<file path="config.mk">
export PLATFORM = sky130hd
export DESIGN_NAME = mmss_counter_flat
export DESIGN_NICKNAME = d
export VERILOG_FILES = /design/src/rtl/mmss_counter_if.sv /design/src/rtl/mmss_counter.sv /design/src/flat_wrapper.sv
export SDC_FILE = /design/constraint.sdc
export NUM_CORES = 1
export LEC_CHECK = 0
export ABC_AREA = 1
export BUFFER_PORTS_ARGS = -buffer_cell sky130_fd_sc_hd__buf_2
export CORE_MARGIN = 1
export CORE_UTILIZATION = 48
export DETAILED_ROUTE_END_ITERATION = 6
export PLACE_DENSITY = 0.85
export SLEW_MARGIN = 20
export SYNTH_ARGS = -nofsm -noshare
export SYNTH_HDL_FRONTEND = slang
export SYNTH_SLANG_ARGS = --single-unit
export TNS_END_PERCENT = 30
</file>
<file path="constraint.sdc">
create_clock -name clk -period 1.28 [get_ports clk]
set_input_delay 0.064 -clock clk [delete_from_list [all_inputs] [get_ports clk]]
set_output_delay 0.064 -clock clk [all_outputs]
set_load 0.03 [all_outputs]
</file>
<file path="src/rtl/mmss_counter_if.sv">
// Control/status bundle for mmss_counter: tick and command inputs, BCD count and flags.
// The alarm_bcd field exists only when MMSS_ALARM_EN is defined.
interface mmss_counter_if;
  logic        tick_in;
  logic        start;
  logic        stop;
  logic        clear;
`ifdef MMSS_ALARM_EN
  logic [15:0] alarm_bcd;
`endif
  logic [15:0] bcd;
  logic        running;
  logic        wrap;
  logic        alarm;

`ifdef MMSS_ALARM_EN
  modport master (output tick_in, start, stop, clear, alarm_bcd,
                  input  bcd, running, wrap, alarm);
  modport slave  (input  tick_in, start, stop, clear, alarm_bcd,
                  output bcd, running, wrap, alarm);
`else
  modport master (output tick_in, start, stop, clear,
                  input  bcd, running, wrap, alarm);
  modport slave  (input  tick_in, start, stop, clear,
                  output bcd, running, wrap, alarm);
`endif
endinterface

</file>
<file path="src/rtl/mmss_counter.sv">
// BCD mm:ss stopwatch advanced by rising edges of a 1 Hz tick, with start/stop/clear.
// Define MMSS_ALARM_EN to add the sticky alarm comparator against bus.alarm_bcd.
module mmss_counter (
  input  logic          clk,
  input  logic          rst,
  mmss_counter_if.slave bus
);
  typedef enum logic {STOPPED = 1'b0, RUNNING = 1'b1} state_t;

  state_t      state_q, state_d;
  logic        tick_q;
  logic [15:0] bcd_q, bcd_d, bcd_inc;
  logic        wrap_q, wrap_d;
  logic        sec_edge;
  logic        step;
  logic [4:0]  carry;

  assign sec_edge = bus.tick_in & ~tick_q;
  assign step     = sec_edge & (state_q == RUNNING) & ~bus.clear;
  assign carry[0] = 1'b1;

  // Digit chain, least significant first: sec_ones, sec_tens, min_ones, min_tens.
  generate
    for (genvar gi = 0; gi < 4; gi++) begin : g_digit
      localparam logic [3:0] LIMIT = (gi % 2 == 1) ? 4'd5 : 4'd9;
      logic [3:0] digit;
      logic       at_limit;
      assign digit    = bcd_q[4*gi +: 4];
      assign at_limit = (digit >= LIMIT);
      assign bcd_inc[4*gi +: 4] = !carry[gi] ? digit :
                                  at_limit   ? 4'd0  : digit + 4'd1;
      assign carry[gi+1] = carry[gi] & at_limit;
    end
  endgenerate

  always_comb begin
    state_d = state_q;
    bcd_d   = bcd_q;
    wrap_d  = step & carry[4];
    if (bus.stop) begin
      state_d = STOPPED;
    end else if (bus.start) begin
      state_d = RUNNING;
    end
    if (bus.clear) begin
      bcd_d = 16'h0000;
    end else if (step) begin
      bcd_d = bcd_inc;
    end
  end

  always_ff @(posedge clk or posedge rst) begin
    if (rst) begin
      state_q <= STOPPED;
      tick_q  <= 1'b0;
      bcd_q   <= 16'h0000;
      wrap_q  <= 1'b0;
    end else begin
      state_q <= state_d;
      tick_q  <= bus.tick_in;
      bcd_q   <= bcd_d;
      wrap_q  <= wrap_d;
    end
  end

  assign bus.bcd     = bcd_q;
  assign bus.running = (state_q == RUNNING);
  assign bus.wrap    = wrap_q;

`ifdef MMSS_ALARM_EN
  // Compare the post-step count one cycle later; clear beats a coincident set.
  logic stepped_q;
  logic alarm_q, alarm_d;

  always_comb begin
    alarm_d = alarm_q;
    if (bus.clear) begin
      alarm_d = 1'b0;
    end else if (stepped_q && (bcd_q == bus.alarm_bcd)) begin
      alarm_d = 1'b1;
    end
  end

  always_ff @(posedge clk or posedge rst) begin
    if (rst) begin
      stepped_q <= 1'b0;
      alarm_q   <= 1'b0;
    end else begin
      stepped_q <= step;
      alarm_q   <= alarm_d;
    end
  end

  assign bus.alarm = alarm_q;
`else
  assign bus.alarm = 1'b0;
`endif
endmodule

</file>
<file path="src/flat_wrapper.sv">
// flat-port wrapper written by rule: the top's interface ports become plain ports
module mmss_counter_flat 
  (clk, rst, bus_tick_in, bus_start, bus_stop, bus_clear, bus_bcd, bus_running, bus_wrap, bus_alarm);
  mmss_counter_if bus_i ();
  input  logic clk;
  input  logic rst;
  input wire logic [$bits(bus_i.tick_in)-1:0] bus_tick_in;
  input wire logic [$bits(bus_i.start)-1:0] bus_start;
  input wire logic [$bits(bus_i.stop)-1:0] bus_stop;
  input wire logic [$bits(bus_i.clear)-1:0] bus_clear;
  output wire logic [$bits(bus_i.bcd)-1:0] bus_bcd;
  output wire logic [$bits(bus_i.running)-1:0] bus_running;
  output wire logic [$bits(bus_i.wrap)-1:0] bus_wrap;
  output wire logic [$bits(bus_i.alarm)-1:0] bus_alarm;
  assign bus_i.tick_in = bus_tick_in;
  assign bus_i.start = bus_start;
  assign bus_i.stop = bus_stop;
  assign bus_i.clear = bus_clear;
  assign bus_bcd = bus_i.bcd;
  assign bus_running = bus_i.running;
  assign bus_wrap = bus_i.wrap;
  assign bus_alarm = bus_i.alarm;
  mmss_counter u_core (.clk(clk), .rst(rst), .bus(bus_i));
endmodule
</file>
# Word-level counts from Yosys, hierarchy flattened
# Index checks and enable logic that the tools add are counted.
# W data, S select, Z words.
[word_totals]
regBits = 19
[classes]
add_sub_neg = 4
order_cmp = 4
mux = 11
bitwise_logic = 9
n_reduce_logical = 8
[ops]
columns = ["cell", "n"]
rows = [
  ["$mux W16", 2],
  ["$mux W4", 7],
  ["$add A4 B1 Y4 const B", 4],
  ["$reduce_bool A2 Y1", 5],
  ["$ge A4 B3 Y1 const B", 2],
  ["$ge A4 B4 Y1 const B", 2],
  ["$and A1 B1 Y1", 7],
  ["$reduce_and A2 Y1", 3],
  ["$mux W1", 2],
  ["$not A1 Y1", 2],
]

# Longest topological paths before layout
[logic_depth]
depth_word = 6
mapped_depth = 9

# Worst setup path before layout
# No wires, ideal clock.
[synth_path]
path_kind = "register to register"
start = "reg u_core.bcd_q[5], in the netlist u_core.bus.bcd[5]"
end = "reg u_core.bcd_q[8], in the netlist u_core.bus.bcd[8]"
setup_ns = 0.066
arrival_ns = 1.463
slack_ns = -0.249
stages_incl_launch_ff = 10
path_buffers = 0
synth_period_minus_slack_ns = 1.529
cell_sequence = "dfrtp_1 -> inv_1 -> ha_1 -> inv_1 -> nand2_1 -> a21oi_4 -> nor2_8 -> nor2_4 -> nand2_1 -> nand2_1"
[synth_via]
elab_chain_cells = 4
[synth_lines]
columns = ["item", "line", "source"]
rows = [
  ["from (decl)", "mmss_counter.sv:12", "logic [15:0] bcd_q, bcd_d, bcd_inc;"],
  ["from (signal assigned)", "mmss_counter.sv:56", "bcd_q <= 16'h0000;"],
  ["from (signal assigned)", "mmss_counter.sv:61", "bcd_q <= bcd_d;"],
  ["$ge A4 B3 Y1", "mmss_counter.sv:29", "assign at_limit = (digit >= LIMIT);"],
  ["$and A1 B1 Y1", "mmss_counter.sv:32", "assign carry[gi+1] = carry[gi] & at_limit;"],
  ["$reduce_bool A2 Y1 (no line)", "n/a", ""],
  ["$reduce_and A2 Y1 (no line)", "n/a", ""],
]
# Every way passes these cells.
# A chain may end at the register's enable or synchronous reset.

# Final worst setup path
[layout_path]
start = "reg u_core.bcd_q[4], in the netlist u_core.bus.bcd[4]"
end = "reg u_core.bcd_q[8], in the netlist u_core.bus.bcd[8]"
# Same word-level chain as after synthesis.

==> results.sh <==
export IMPL_first_pass_iters=4
export IMPL_hold_viol=1
export IMPL_critPathSlowestCell="dfrtp_2"
export IMPL_grt_pass1_vias=1085
export IMPL_synthDistinctLibCells=25
export IMPL_synth_fp_nets=164
export IMPL_layout_commonest_cell="nand2_1"
export IMPL_grt_pass1_wl_mm=4.61
export IMPL_vias=1122
export IMPL_clock_path_buffers=2
export IMPL_design_area_um2=1640
export IMPL_setup_worst_path_start_class="flop"
export IMPL_area_growth_pct=33.6
export IMPL_antenna_found_initial=0
export IMPL_num_rows=17
export IMPL_most_common_layout_cells="29 x nand2_1, 23 x buf_2, 13 x inv_1, 13 x nand3_1"
export IMPL_groute_layer_met2_usage=0.443
export IMPL_gr_usage_met1=0.258
export IMPL_via_per_inst=5.17
export IMPL_hp_start="bus_start"
export IMPL_die_area_um2=2760
export IMPL_period_share=1.07
export IMPL_p_leak_nw=0.873
export IMPL_min_path_type="input port to flop"
export IMPL_layout_nets=208
export IMPL_synth_avg_cell_area_um2=8.41
export IMPL_critPathCaptureType="flop"
export IMPL_worstPathArrival_ns=1.63
export IMPL_drt_wl_total_mm=2.94
export IMPL_synth_simple_area_share=0.323
export IMPL_reg2reg_to="u_core.bus.bcd[8]$_DFFE_PP0P_"
export IMPL_port_buffers=23
export IMPL_fin_skew_ns=0.0111
export IMPL_cts_htree_levels=1
export IMPL_drt_iter0_drc=16
export IMPL_status="finished with violations"
export IMPL_avgRoutedWirePerCell_um=13.6
export IMPL_crit_chain="inv_2 > ha_4 > nand2_4 > a21oi_4 > buf_12 > nor2_8 > nor2_4 > nand2_1 > nand2_1"
export IMPL_drc=0
export IMPL_regToRegSetupSlack_ns=-0.09
export IMPL_syn_area_um2=1230
export IMPL_hold_ws_ns=-0.00990
export IMPL_worst_setup_path_type="flop to flop"
export IMPL_fmax_mhz=731
export IMPL_report_final_slew_viol_count=0
export IMPL_synth_warning_count=0
export IMPL_grt_overflow_total=0
export IMPL_maxCapViolations=0
export IMPL_cp_buffers_inverters=2
export IMPL_antenna_cells=0
export IMPL_syn_inst=146
export IMPL_synth_adder_area_share=0.122
export IMPL_powerDensity_nw_per_um2=863
export IMPL_seq_area_frac_synth=0.387
export IMPL_root_buffer="clkbuf_4"
export IMPL_cts_buffers=3
export IMPL_drive_gt1_frac=0.423
export IMPL_setup_viol=15
export IMPL_setup_ws_ns=-0.0879
export IMPL_die_w_um=52.6
export IMPL_cts_num_sinks=19
export IMPL_core_um2=2320
export IMPL_cts_tree="done"
export IMPL_drtAntennaViolNets=0
export IMPL_r2r_start="u_core.bus.bcd[4]$_DFFE_PP0P_"
export IMPL_fin_crit_ns=1.37
export IMPL_top_usage_layer="met2"
export IMPL_grt_use_total=0.229
export IMPL_cp_max_fo=5
export IMPL_ys_ff_latch=19
export IMPL_crit_family="flip-flops"
export IMPL_finalPower_mw=1.42
export IMPL_synth_xor_area_frac=0.0357
export IMPL_yosys_top_cells_area="dfrtp_1 39%, ha_1 12%, nand2_1 10%"
export IMPL_start_util=0.529
export IMPL_synth_compound_area_frac=0.0571
export IMPL_synth_top_area_cell="dfrtp_1"
export IMPL_synthMuxAreaShare=0
export IMPL_reg2regPathDepth=9
export IMPL_violations="hold timing, setup timing"
export IMPL_clk_pin_slew_worst_paths_ns=0.13
export IMPL_gp_congestion=0.809
export IMPL_dp_hpwl_mm=1.94
export IMPL_clock_latency_ns=0.32
export IMPL_grt_max_degree=20
export IMPL_rsz0062_at_grt="yes"
export IMPL_whs_path_depth=3
export IMPL_synth_top_family_by_area="simple AND/OR/NAND/NOR gates"
export IMPL_utilization=0.708
export IMPL_path_common_cell="nand2_1"
export IMPL_ir_worst_vdd_v=0.000814
export IMPL_dpl_instance_area_um2=1460
export IMPL_synth_top_area_share=0.387
export IMPL_gr_usage_met3=0.0290
export IMPL_cpPeakStageDelay_ns=0.46
export IMPL_ios=25
export IMPL_hold_path_end="u_core.bus.running$_DFFE_PP0P_"
export IMPL_die_height_um=52.6
export IMPL_required_ns=1.54
how the worst max path moves through the flow:
| stage | endpoint | slack (ns) | startpoint | cells past startpoint |
|---|---|---|---|---|
| final | u_core.bus.bcd[8]$_DFFE_PP0P_ | -0.09 | u_core.bus.bcd[4]$_DFFE_PP0P_ | 9 |
| after global routing | u_core.bus.bcd[8]$_DFFE_PP0P_ | -0.18 | u_core.bus.bcd[4]$_DFFE_PP0P_ | 9 |
| after CTS | u_core.bus.bcd[9]$_DFFE_PP0P_ | -0.1 | u_core.bus.bcd[4]$_DFFE_PP0P_ | 8 |
| after detailed placement | u_core.bus.bcd[9]$_DFFE_PP0P_ | -0.09 | u_core.bus.bcd[4]$_DFFE_PP0P_ | 8 |
| after global placement | u_core.bus.bcd[9]$_DFFE_PP0P_ | -0.03 | u_core.bus.bcd[4]$_DFFE_PP0P_ | 8 |
| after floorplan | u_core.bus.bcd[10]$_DFFE_PP0P_ | -0.1 | u_core.bus.bcd[5]$_DFFE_PP0P_ | 9 |
metrics by stage:
| stage | worst slack [ns] | std cells | setup TNS (ns) |
|---|---|---|---|
| CTS | -0.0967 | 214 | -0.650 |
| floorplan | -0.0968 | 146 | -1.15 |
| global placement | -0.0350 | 206 | -0.186 |
| detailed placement | -0.0901 | 206 | -0.956 |
| global route | -0.179 | 217 | -1.95 |
| finish | -0.0879 | 217 | -0.769 |
power breakdown:
group / total (mW) / leakage (nW) / switching, mW / internal (mW)
combinational: 0.422 / 0.607 / 0.249 / 0.173
clock: 0.330 / 0.0177 / 0.213 / 0.117
sequential: 0.664 / 0.248 / 0.0350 / 0.629
kinds of logic (layout without fill, tap and decap cells):
logic type	after synthesis	after routing
other	1	1
buffers and inverters	22	63
adders and majority gates	12	12
DFF	19	19
AOI/OAI and AO/OA	11	11
xor gates and xnor gates	5	5
and+or+nand+nor	76	78
state kept, by name, summed over array words and instances (netlist names):
signal,flops
u_core.bus.bcd,16
u_core.bus.wrap,1
u_core.bus.running,1
u_core.tick_q,1
layout make-up:
class	count	area [um^2]
Clock buffer	3	22.5
Sequential cell	19	484
Clock inverter	1	5.00
Inverter	20	75.1
Tap cell	28	35.0
Multi-Input combinational cell	107	763
Fill cell	172	678
Timing Repair Buffer	39	255
per-layer routing:
layer	vias to the layer above	routed length, um
li1	548	-
met1	548	1240
met2	24	1600
met3	2	80
met4	0	22
met5	-	0
what timing repair did:
item,4_1_cts,5_1_grt
endpoints found under the setup margin,17,17
pin swaps,4,4
gates resized for setup,12,5
hold endpoints to repair,21,0
buffers inserted,0,2
cloned,1,1
hold buffers,3,0
cell usage after synthesis (all sizes together):
| cell type | n |
|---|---|
| nand2 | 37 |
| inv | 20 |
| dfrtp | 19 |
| nor2 | 17 |
| nand3 | 15 |
| ha | 12 |
| o21ai | 8 |
| nand4 | 7 |
| xor2 | 4 |
| a21oi | 3 |
| buf | 2 |
| conb | 1 |
| xnor2 | 1 |
tightest hold or removal path, cell delays in order:
cell and delay, ns:
buf_2 0.07, nor2_1 0.03, nor2_1 0.09
No activity file was read; power rests on OpenSTA's default activity.
